File: config.mk
export PLATFORM = sky130hd
export DESIGN_NAME = mmio_responder_flat
export DESIGN_NICKNAME = d
export VERILOG_FILES = /design/src/rtl/mmio_responder_pkg.sv /design/src/rtl/mmio_responder_if.sv /design/src/rtl/mmio_timer.sv /design/src/rtl/mmio_responder.sv /design/src/flat_wrapper.sv
export SDC_FILE = /design/constraint.sdc
export NUM_CORES = 1
export LEC_CHECK = 0
export ABC_AREA = 0
export CAP_MARGIN = 40
export CORE_MARGIN = 2
export CORE_UTILIZATION = 55
export CTS_BUF_LIST = sky130_fd_sc_hd__clkbuf_8
export DETAILED_ROUTE_END_ITERATION = 10
export GPL_ROUTABILITY_DRIVEN = 0
export HOLD_SLACK_MARGIN = 0.15
export PLACE_DENSITY = 0.75
export SYNTH_ARGS = -nofsm -noshare
export SYNTH_HDL_FRONTEND = slang
export SYNTH_SLANG_ARGS = --single-unit
File: constraint.sdc
create_clock -name CLK -period 2.8 [get_ports CLK]
set_input_delay 0.84 -clock CLK [delete_from_list [all_inputs] [get_ports CLK]]
set_output_delay 0.84 -clock CLK [all_outputs]
set_load 0.02 [all_outputs]
File: src/rtl/mmio_responder_pkg.sv
`default_nettype none
// +--------------------------------------------------------------------------+
// | Module  : mmio_responder_pkg                                              |
// | Purpose : Shared constants for the MMIO responder: register offsets,      |
// |           FSM state encoding, CTRL/STATUS bit positions and the decode    |
// |           helper.                                                         |
// | Ports   : none (package)                                                  |
// | Revision: 1.0  initial release                                            |
// +--------------------------------------------------------------------------+
package mmio_responder_pkg;

  // Register offsets within the 64-byte window
  localparam logic [5:0] OFF_LED     = 6'h00;
  localparam logic [5:0] OFF_SCRATCH = 6'h04;
  localparam logic [5:0] OFF_TIMER   = 6'h08;
  localparam logic [5:0] OFF_CTRL    = 6'h0C;
  localparam logic [5:0] OFF_COMPARE = 6'h10;
  localparam logic [5:0] OFF_STATUS  = 6'h14;

  // FSM state encoding
  localparam logic [1:0] ST_IDLE = 2'd0;
  localparam logic [1:0] ST_WAIT = 2'd1;
  localparam logic [1:0] ST_RESP = 2'd2;

  // CTRL / STATUS bit positions
  localparam int CTRL_TEN     = 0;
  localparam int CTRL_IEN     = 1;
  localparam int STATUS_MATCH = 0;

  // Anything above STATUS (0x18..0x3C) is a hole in the map
  function automatic logic off_unmapped(input logic [5:0] off);
    return off > OFF_STATUS;
  endfunction

endpackage
`default_nettype wire

File: src/rtl/mmio_responder_if.sv
`default_nettype none
// +--------------------------------------------------------------------------+
// | Module  : mmio_responder_if                                               |
// | Purpose : Processor data-bus request/response bundle.                     |
// | Signals : Req/WE/Adr/WD driven by the master; RD/Ready/Err returned by    |
// |           the slave.                                                      |
// | Revision: 1.0  initial release                                            |
// +--------------------------------------------------------------------------+
interface mmio_responder_if #(
  parameter int DATA_WIDTH = 32,
  parameter int ADDR_WIDTH = 32
);
  logic                  Req;
  logic                  WE;
  logic [ADDR_WIDTH-1:0] Adr;
  logic [DATA_WIDTH-1:0] WD;
  logic [DATA_WIDTH-1:0] RD;
  logic                  Ready;
  logic                  Err;

  modport master (output Req, WE, Adr, WD, input RD, Ready, Err);
  modport slave  (input Req, WE, Adr, WD, output RD, Ready, Err);
endinterface
`default_nettype wire

File: src/rtl/mmio_timer.sv
`default_nettype none
// +--------------------------------------------------------------------------+
// | Module  : mmio_timer                                                      |
// | Purpose : Free-running timer with compare register and sticky MATCH flag. |
// | Ports   : clk, rst_n (async, active low); en = TEN; load/load_val =      |
// |           software TIMER write; cmp_load/cmp_val = COMPARE write;         |
// |           match_clr = write-1-to-clear of MATCH; timer/compare/match out. |
// | Revision: 1.0  initial release                                            |
// +--------------------------------------------------------------------------+
module mmio_timer #(
  parameter int WIDTH = 32
) (
  input  wire logic             clk,
  input  wire logic             rst_n,
  input  wire logic             en,
  input  wire logic             load,
  input  wire logic [WIDTH-1:0] load_val,
  input  wire logic             cmp_load,
  input  wire logic [WIDTH-1:0] cmp_val,
  input  wire logic             match_clr,
  output logic      [WIDTH-1:0] timer,
  output logic      [WIDTH-1:0] compare,
  output logic                  match
);

  // Match is judged on the pre-update timer value, so a same-cycle load
  // or compare write never hides a hit.
  logic hit;
  assign hit = en && (timer == compare);

  always_ff @(posedge clk or negedge rst_n) begin
    if (!rst_n) begin
      timer   <= '0;
      compare <= '0;
      match   <= 1'b0;
    end else begin
      if (load)
        timer <= load_val;
      else if (en)
        timer <= timer + WIDTH'(1);

      if (cmp_load)
        compare <= cmp_val;

      // Setting beats a simultaneous clear
      if (hit)
        match <= 1'b1;
      else if (match_clr)
        match <= 1'b0;
    end
  end

endmodule
`default_nettype wire

File: src/rtl/mmio_responder.sv
`default_nettype none
// +--------------------------------------------------------------------------+
// | Module  : mmio_responder                                                  |
// | Purpose : Memory-mapped register responder (LED, scratch, timer) with     |
// |           req/ready handshake and configurable wait states.               |
// | Ports   : CLK, RST (async active low); bus = slave side of the data bus;  |
// |           test[7:0] = LED register; Irq = MATCH & IEN.                    |
// | Revision: 1.0  initial release                                            |
// +--------------------------------------------------------------------------+
module mmio_responder
  import mmio_responder_pkg::*;
#(
  parameter int                    DATA_WIDTH  = 32,
  parameter int                    ADDR_WIDTH  = 32,
  parameter logic [ADDR_WIDTH-1:0] BASE_ADDR   = 'h100,
  parameter int                    WAIT_STATES = 1
) (
  input  wire logic         CLK,
  input  wire logic         RST,
  mmio_responder_if.slave   bus,
  output logic      [7:0]   test,
  output logic              Irq
);

  logic [1:0]            state;
  logic [3:0]            wait_cnt;
  logic [ADDR_WIDTH-1:0] lat_adr;
  logic                  lat_we;
  logic [DATA_WIDTH-1:0] lat_wd;
  logic [DATA_WIDTH-1:0] rd_q;
  logic                  err_q;

  logic [7:0]            led;
  logic [DATA_WIDTH-1:0] scratch;
  logic                  ten;
  logic                  ien;

  logic [DATA_WIDTH-1:0] timer_val;
  logic [DATA_WIDTH-1:0] compare_val;
  logic                  match;

  // With zero wait states RESP is entered on the acceptance edge, before the
  // latches hold the request, so decode looks at the live bus in IDLE.
  logic [ADDR_WIDTH-1:0] acc_adr;
  logic                  acc_we;
  logic [5:0]            offset;
  logic                  in_window;
  logic                  acc_err;
  logic                  enter_resp;
  logic [DATA_WIDTH-1:0] rd_mux;

  assign acc_adr   = (state == ST_IDLE) ? bus.Adr : lat_adr;
  assign acc_we    = (state == ST_IDLE) ? bus.WE  : lat_we;
  assign offset    = acc_adr[5:0];
  // Base is 64-byte aligned, so the window test is an upper-bit compare
  assign in_window = (acc_adr[ADDR_WIDTH-1:6] == BASE_ADDR[ADDR_WIDTH-1:6]);
  assign acc_err   = !in_window || (offset[1:0] != 2'b00) || off_unmapped(offset);

  assign enter_resp = ((state == ST_IDLE) && bus.Req && (WAIT_STATES == 0)) ||
                      ((state == ST_WAIT) && (wait_cnt == 4'd1));

  always_comb begin
    rd_mux = '0;
    case (offset)
      OFF_LED:     rd_mux[7:0] = led;
      OFF_SCRATCH: rd_mux = scratch;
      OFF_TIMER:   rd_mux = timer_val;
      OFF_CTRL: begin
        rd_mux[CTRL_TEN] = ten;
        rd_mux[CTRL_IEN] = ien;
      end
      OFF_COMPARE: rd_mux = compare_val;
      OFF_STATUS:  rd_mux[STATUS_MATCH] = match;
      default:     rd_mux = '0;
    endcase
  end

  // Handshake FSM and registered response
  always_ff @(posedge CLK or negedge RST) begin
    if (!RST) begin
      state    <= ST_IDLE;
      wait_cnt <= '0;
      lat_adr  <= '0;
      lat_we   <= 1'b0;
      lat_wd   <= '0;
      rd_q     <= '0;
      err_q    <= 1'b0;
    end else begin
      case (state)
        ST_IDLE: begin
          if (bus.Req) begin
            lat_adr  <= bus.Adr;
            lat_we   <= bus.WE;
            lat_wd   <= bus.WD;
            wait_cnt <= 4'(WAIT_STATES);
            state    <= (WAIT_STATES == 0) ? ST_RESP : ST_WAIT;
          end
        end
        ST_WAIT: begin
          wait_cnt <= wait_cnt - 4'd1;
          if (wait_cnt == 4'd1)
            state <= ST_RESP;
        end
        ST_RESP: state <= ST_IDLE;
        default: state <= ST_IDLE;
      endcase

      // RD/Err live only for the RESP cycle; writes and errors return zero
      if (enter_resp) begin
        err_q <= acc_err;
        rd_q  <= (acc_err || acc_we) ? '0 : rd_mux;
      end else begin
        err_q <= 1'b0;
        rd_q  <= '0;
      end
    end
  end

  // Write commit at the end of RESP; err_q is valid throughout RESP
  logic commit;
  assign commit = (state == ST_RESP) && lat_we && !err_q;

  always_ff @(posedge CLK or negedge RST) begin
    if (!RST) begin
      led     <= '0;
      scratch <= '0;
      ten     <= 1'b0;
      ien     <= 1'b0;
    end else if (commit) begin
      case (lat_adr[5:0])
        OFF_LED:     led <= lat_wd[7:0];
        OFF_SCRATCH: scratch <= lat_wd;
        OFF_CTRL: begin
          ten <= lat_wd[CTRL_TEN];
          ien <= lat_wd[CTRL_IEN];
        end
        default: ;
      endcase
    end
  end

  mmio_timer #(
    .WIDTH (DATA_WIDTH)
  ) u_timer (
    .clk       (CLK),
    .rst_n     (RST),
    .en        (ten),
    .load      (commit && (lat_adr[5:0] == OFF_TIMER)),
    .load_val  (lat_wd),
    .cmp_load  (commit && (lat_adr[5:0] == OFF_COMPARE)),
    .cmp_val   (lat_wd),
    .match_clr (commit && (lat_adr[5:0] == OFF_STATUS) && lat_wd[STATUS_MATCH]),
    .timer     (timer_val),
    .compare   (compare_val),
    .match     (match)
  );

  assign bus.Ready = (state == ST_RESP);
  assign bus.RD    = rd_q;
  assign bus.Err   = err_q;
  assign test      = led;
  assign Irq       = match & ien;

endmodule
`default_nettype wire

File: src/flat_wrapper.sv
// flat-port wrapper written by rule: the top's interface ports become plain ports
module mmio_responder_flat import mmio_responder_pkg::*;
#(
  parameter int                    DATA_WIDTH  = 32,
  parameter int                    ADDR_WIDTH  = 32,
  parameter logic [ADDR_WIDTH-1:0] BASE_ADDR   = 'h100,
  parameter int                    WAIT_STATES = 1
)
  (CLK, RST, test, Irq, bus_Req, bus_WE, bus_Adr, bus_WD, bus_RD, bus_Ready, bus_Err);
  mmio_responder_if #(.DATA_WIDTH(DATA_WIDTH), .ADDR_WIDTH(ADDR_WIDTH)) bus_i ();
  input  wire logic CLK;
  input  wire logic RST;
  output logic      [7:0] test;
  output logic Irq;
  input wire logic [$bits(bus_i.Req)-1:0] bus_Req;
  input wire logic [$bits(bus_i.WE)-1:0] bus_WE;
  input wire logic [$bits(bus_i.Adr)-1:0] bus_Adr;
  input wire logic [$bits(bus_i.WD)-1:0] bus_WD;
  output wire logic [$bits(bus_i.RD)-1:0] bus_RD;
  output wire logic [$bits(bus_i.Ready)-1:0] bus_Ready;
  output wire logic [$bits(bus_i.Err)-1:0] bus_Err;
  assign bus_i.Req = bus_Req;
  assign bus_i.WE = bus_WE;
  assign bus_i.Adr = bus_Adr;
  assign bus_i.WD = bus_WD;
  assign bus_RD = bus_i.RD;
  assign bus_Ready = bus_i.Ready;
  assign bus_Err = bus_i.Err;
  mmio_responder #(.DATA_WIDTH(DATA_WIDTH), .ADDR_WIDTH(ADDR_WIDTH), .BASE_ADDR(BASE_ADDR), .WAIT_STATES(WAIT_STATES)) u_core (.CLK(CLK), .RST(RST), .bus(bus_i), .test(test), .Irq(Irq));
endmodule
== Word-level counts from Yosys, hierarchy flattened ==
Index checks and enable logic that the tools add are counted.
W data, S select, Z words.
Word-level totals
  flip-flop bits (word level): 211
  output and inout port bits: 43
Cells by class
  add/sub/neg operators: 2
  magnitude comparators: 1
  equal/unequal tests: 17
  multiplexer cells: 18
  bitwise gates (word level): 1
  reductions and logical operators: 26
Operators with widths (count)
  $mux W32: 5
  $pmux W24 S3: 1
  $add A32 B1 Y32 const B: 1
  $eq A32 B32 Y1: 1
  $eq A26 B3 Y1 const B: 1
  $eq A6 B4 Y1 const B: 4
  $eq A6 B5 Y1 const B: 4
  $pmux W6 S4: 1
  $eq A6 B3 Y1 const B: 2
  $logic_not A6 Y1: 2
  $reduce_and A2 Y1: 6
  $logic_and A1 B1 Y1: 8
  $pmux W4 S2: 1
  $reduce_bool A2 Y1: 4
  $gt A6 B5 Y1 const B: 1
  $pmux W1 S6: 1
  $pmux W1 S5: 1
  $eq A4 B1 Y1 const B: 1
  $mux W1: 4
  $mux W2: 2
  $mux W4: 1
  $ne A2 B2 Y1 const B: 2
  $pmux W2 S2: 1
  $sub A4 B1 Y4 const B: 1
  6 further kinds: 9

== Longest topological paths before layout ==
  word-level depth: 9
  mapped depth: 8
  mapped depth without buffers: 7

== Hierarchy ==
Synthesis repeated with hierarchy kept, for this count alone.
Unflattened totals
  cell total of the unflattened synthesis: 941
  area, all modules: 9867.0 um2
Modules (own cells, without submodules)
  mmio_responder: instances 1, cells an instance 618, area an instance 6443.7 um2, seq. area each 3653.5 um2
  mmio_timer: instances 1, cells an instance 323, area an instance 3423.3 um2, seq. area each 1626.6 um2

== Worst setup path after synthesis ==
OpenSTA, ideal clock, no wires.
  kind: input -> register
  start: input bus_Adr[4]
  end: register u_core.rd_q[5] (netlist: u_core.bus.RD[5])
  library setup time: 0.095 ns
  data arrival time: 2.147 ns
  required time: 2.705 ns
  setup slack: 0.558 ns
  stages on the path: 7
  path buffers: 2
  cell sequence: clkbuf_1 nor4b_1 a31oi_1 nor3_2 buf_2 a22oi_1 a211oi_1
On the way
  word-level cells in the longest chain between the ends: 6
Ends and longest elaborated chain
  from (decl): RTL line flat_wrapper.sv:17  | input wire logic [$bits(bus_i.Adr)-1:0] bus_Adr;
  $mux W32 *: RTL line mmio_responder.sv:52  | assign acc_adr = (state == ST_IDLE) ? bus.Adr : lat_adr;
  $gt A6 B5 Y1: RTL line mmio_responder_pkg.sv:32  | return off > OFF_STATUS;
  $logic_or A1 B1 Y1: RTL line mmio_responder.sv:57  | assign acc_err = !in_window || (offset[1:0] != 2'b00) || off_unmapped(offset);
  $logic_or A1 B1 Y1: RTL line mmio_responder.sv:111  | rd_q <= (acc_err || acc_we) ? '0 : rd_mux;
  $mux W32 *: RTL line mmio_responder.sv:111
  $mux W32 *: RTL line mmio_responder.sv:109  | if (enter_resp) begin
  to (signal assigned): RTL line mmio_responder.sv:111
  to (decl): RTL line mmio_responder.sv:30  | logic [DATA_WIDTH-1:0] rd_q;
Mark *: on every way between the ends. The rest lies on a longest branch, timed or not.
A chain may end at the register's enable or synchronous reset.

== Worst setup path after layout ==
  start: register u_core.state[1]
  end: output bus_Ready
On the way
  word-level cells in the longest chain between the ends: 1
Ends and longest elaborated chain
  from (decl): RTL line mmio_responder.sv:25  | logic [1:0] state;
  from (signal assigned): RTL line mmio_responder.sv:96  | state <= (WAIT_STATES == 0) ? ST_RESP : ST_WAIT;
  $eq A2 B2 Y1: RTL line mmio_responder.sv:158  | assign bus.Ready = (state == ST_RESP);
  to (decl): RTL line flat_wrapper.sv:20  | output wire logic [$bits(bus_i.Ready)-1:0] bus_Ready;
No other way between the ends.

==> impl_metrics.prom <==
# TYPE chip_impl_metric gauge
chip_impl_metric{name="finalWorstSetupSlack",unit="ns"} 0.115
chip_impl_metric{name="grt_use_total",unit="%"} 25.9
chip_impl_metric{name="worst_slew_pin_slew",unit="ns"} 0.588
chip_impl_metric{name="detail_route.wirelength",unit="mm"} 23.0
chip_impl_metric{name="placement_rows",unit=""} 48
chip_impl_metric{name="ys_warn_count",unit=""} 0
chip_impl_metric{name="finalHoldViolCount",unit=""} 0
chip_impl_metric{name="number_of_antenna_violations_at_the_first_check_in_global_routing",unit=""} 0
chip_impl_info{name="worstSetupStartpoint",value="u_core.state[1]"} 1
chip_impl_metric{name="layout-drive-gt1-share",unit="%"} 17.3
chip_impl_metric{name="path_buf_inv",unit=""} 1
chip_impl_metric{name="fin_crit_sh",unit="%"} 95.9
chip_impl_metric{name="vias",unit=""} 7460
chip_impl_metric{name="mappedNetlistArea",unit="sq um"} 9610
chip_impl_info{name="min_path_type",value="in -> async"} 1
chip_impl_metric{name="drt-wirelength-per-cell",unit="microns"} 17.7
chip_impl_metric{name="timing.fmax",unit="MHz"} 372
chip_impl_metric{name="number_of_synthesized_flops_with_an_enable_pin",unit=""} 0
chip_impl_metric{name="start_util",unit="%"} 56.0
chip_impl_metric{name="antennaDiodeCount",unit=""} 0
chip_impl_metric{name="maxCapViolCount",unit=""} 0
chip_impl_metric{name="relSlewSlack",unit="%"} 60.7
chip_impl_metric{name="totalNegativeSetupSlack",unit="ns"} 0
chip_impl_metric{name="layout.cells.non_filler",unit=""} 1300
chip_impl_metric{name="numPortBuffers",unit=""} 110
chip_impl_metric{name="postCtsSetupRepairBufs",unit=""} 0
chip_impl_info{name="grt_setup_unrepaired",value="false"} 1
chip_impl_metric{name="layout_min_cycle_time",unit="ns"} 2.69
chip_impl_metric{name="clock_sinks",unit=""} 211
chip_impl_metric{name="synth-async-reset-ratio",unit="%"} 100
chip_impl_metric{name="maxSlewViolCount",unit=""} 0
chip_impl_metric{name="die_area",unit="sq um"} 18500
chip_impl_metric{name="register_area_share_after_synthesis",unit="%"} 54.9
chip_impl_metric{name="data_arrival_time_of_the_worst_path",unit="ns"} 1.85
chip_impl_info{name="cts.root.buffer_cell",value="sky130_fd_sc_hd__clkbuf_8"} 1
chip_impl_metric{name="grt_pass1_vias",unit=""} 7425
chip_impl_info{name="critical_path.top_delay_family",value="buffers and inverters"} 1
chip_impl_metric{name="clock_latency",unit="ns"} 0.52
chip_impl_metric{name="grt_start_max_net_pins",unit=""} 64
chip_impl_metric{name="postSynthAreaPerCell",unit="sq um"} 10.4
chip_impl_metric{name="clock_skew",unit="ns"} 0.0206
chip_impl_info{name="regToRegEndpoint",value="u_core.u_timer.compare[20]"} 1
chip_impl_metric{name="timing.critical_path.slowest_cell_delay",unit="ns"} 0.63
chip_impl_info{name="outcome",value="finished clean"} 1
chip_impl_metric{name="fin_total_pwr",unit="mW"} 9.41
chip_impl_metric{name="clk_pin_slew_worst_paths",unit="ns"} 0.05
chip_impl_metric{name="crit_path_max_fanout",unit=""} 10
chip_impl_metric{name="ys_ff_latch",unit=""} 211
chip_impl_metric{name="cellLeakagePower",unit="nW"} 5.50
chip_impl_info{name="rr_startpoint",value="u_core.state[0]"} 1
chip_impl_metric{name="hpwlAfterDp",unit="mm"} 16.0
chip_impl_info{name="timing.critical_path.to_type",value="primary output"} 1
chip_impl_metric{name="dp_worst_setup_slack",unit="ns"} 0.0163
chip_impl_metric{name="critical_path_required",unit="ns"} 1.96
chip_impl_metric{name="final-setup-viol-count",unit=""} 0
chip_impl_metric{name="final_net_count",unit=""} 1121
chip_impl_metric{name="synthesis.nets",unit=""} 992
chip_impl_metric{name="drt_first_pass_iters",unit=""} 8
chip_impl_info{name="top_reg_cell_synth",value="sky130_fd_sc_hd__dfrtp_1"} 1
chip_impl_metric{name="rr_worst_depth",unit=""} 5
chip_impl_metric{name="core-area",unit="sq um"} 17200
chip_impl_info{name="timing.critical_path.cells",value="nor2b_1, clkdlybuf4s50_1"} 1
chip_impl_metric{name="yosys.cell_types.count",unit=""} 48
chip_impl_info{name="startpoint_type_of_the_worst_setup_path",value="flip-flop"} 1
chip_impl_metric{name="die_w",unit="microns"} 136
chip_impl_metric{name="number_of_buffers_created_by_cts",unit=""} 35
chip_impl_metric{name="grt.met2_usage",unit="%"} 41.7
chip_impl_metric{name="detail_route.iter0.violations",unit=""} 659
chip_impl_metric{name="layout-area-overhead-vs-synth",unit="%"} 23.8
chip_impl_info{name="timing_worst_setup_path_type",value="reg -> out"} 1
chip_impl_metric{name="postCtsHoldBufs",unit=""} 0
chip_impl_metric{name="design.portCount",unit=""} 111
chip_impl_metric{name="die-height",unit="microns"} 136
chip_impl_metric{name="max-vdd-ir-drop",unit="mV"} 0.482
chip_impl_metric{name="detail-route-antenna-nets",unit=""} 0
chip_impl_metric{name="route.detailed.drc",unit=""} 0
chip_impl_info{name="timing.critical_path.slowest_stage_cell",value="sky130_fd_sc_hd__clkdlybuf4s50_1"} 1
chip_impl_metric{name="htree_num_levels",unit=""} 2
chip_impl_info{name="busiest_layer",value="met2"} 1
chip_impl_metric{name="routed_via_density",unit=""} 5.74
chip_impl_metric{name="netlist_instances",unit=""} 921
chip_impl_metric{name="reg2reg_setup_slack",unit="ns"} 0.55
chip_impl_metric{name="overflow",unit=""} 0
chip_impl_metric{name="grt_pass1_wl",unit="mm"} 37.5
chip_impl_metric{name="grt_util_met1",unit="%"} 35.0
chip_impl_metric{name="place.detailed.instances",unit=""} 1238
chip_impl_metric{name="use_met3",unit="%"} 5.93
chip_impl_info{name="tritoncts",value="yes"} 1
chip_impl_metric{name="power_density",unit="nW/um^2"} 791
chip_impl_metric{name="clock_path_buffers",unit=""} 3
==> through the flow <==
step | hold WS, ns | cell area [sq um] | utilization (%)
floorplan | 0.438 | 9610 | -
global placement | 0.461 | 11200 | 65.0
detailed placement | 0.463 | 11200 | 65.0
CTS | 0.321 | 11900 | 69.2
global route | 0.343 | 11900 | 69.3
finish | 0.317 | 11900 | 69.3
==> logic make-up after synthesis <==
| family | after synthesis | share of synthesized area, % |
|---|---|---|
| AOI/OAI and AO/OA | 107 | 7.67 |
| xor gates and xnor gates | 66 | 6.01 |
| adders and majority gates | 3 | 0.391 |
| buffers and inverters | 65 | 3.06 |
| DFF | 211 | 54.9 |
| muxes | 77 | 9.00 |
| and+or+nand+nor | 392 | 18.9 |
==> worst max-delay path by stage <==
stage                                   end  slack [ns]  depth (start not counted)
after floorplan            u_core.bus.RD[5]        0.56                          7
after global placement    u_core.bus.RD[26]        0.07                          7
after detailed placement   u_core.bus.RD[5]        0.02                          8
after CTS                         bus_Ready        0.06                          2
after global routing              bus_Ready        0.03                          2
final                             bus_Ready        0.11                          2
==> report_power, final <==
part	switching, mW	internal (mW)
logic	1.25	0.963
clock network	1.17	1.54
registers	0.767	3.72
total	3.19	6.23
==> synthesized netlist by cell type, drive strengths merged (4+ instances only) <==
cell type	count	area share, %
a22oi	15	1.2
dfrtp	211	55
mux2	75	8.8
xnor2	36	3.3
nor2	38	1.5
nor3	10	0.73
nor4b	4	0.36
a211oi	6	0.47
nor2b	5	0.33
nand2	250	9.8
nor4	21	1.8
nand4	23	1.6
and2	4	0.26
nand3	14	0.73
clkbuf	23	0.90
o21ai	43	2.4
a222oi	25	2.6
buf	31	1.7
and3	6	0.39
inv	11	0.43
a21oi	12	0.62
xor2	30	2.7
==> area by class of cell <==
cell class	count	area, sq um
Sequential cell	211	5280
Fill cell	1357	5280
Multi-Input combinational cell	645	4070
Timing Repair Buffer	146	1500
Clock buffer	49	674
Tap cell	225	282
Clock inverter	13	48.8
Inverter	11	41.3
==> sequential cells by signal, indices dropped and copies added, names as in the netlist, 4 cells and up <==
register	cells
u_core.lat_adr	32
u_core.test	8
u_core.scratch	32
u_core.wait_cnt	4
u_core.u_timer.timer	32
u_core.bus.RD	32
u_core.lat_wd	32
u_core.u_timer.compare	32
==> per-layer routing <==
layer,part of all wire [%],vias to the layer above
met4,2.4,0
met5,0,-
met1,43,3697
met2,48,254
met3,6.8,52
li1,-,3457
==> cells in the final DEF, fill, tap and decap left out, drive strengths merged, types with 3 or more instances in the layout <==
cell type	instances
dfrtp	211
nor3	10
nand2	250
clkdlybuf4s50	109
a211oi	6
nor3b	3
nor4b	4
mux2	75
nand4	23
nand3	14
clkbuf	50
and3	6
nor2b	5
a22oi	15
xnor2	36
nor2	38
a222oi	25
and2	4
nand2b	3
o21ai	43
buf	36
xor2	30
inv	24
a21oi	12
nor4	21
or4	3
ha	3
and4	3
==> what timing repair did <==
action	in CTS	in global routing
endpoints found under the setup margin	1	1
cloned	0	0
resized for setup	1	1
No activity file was read; power rests on OpenSTA's default activity.
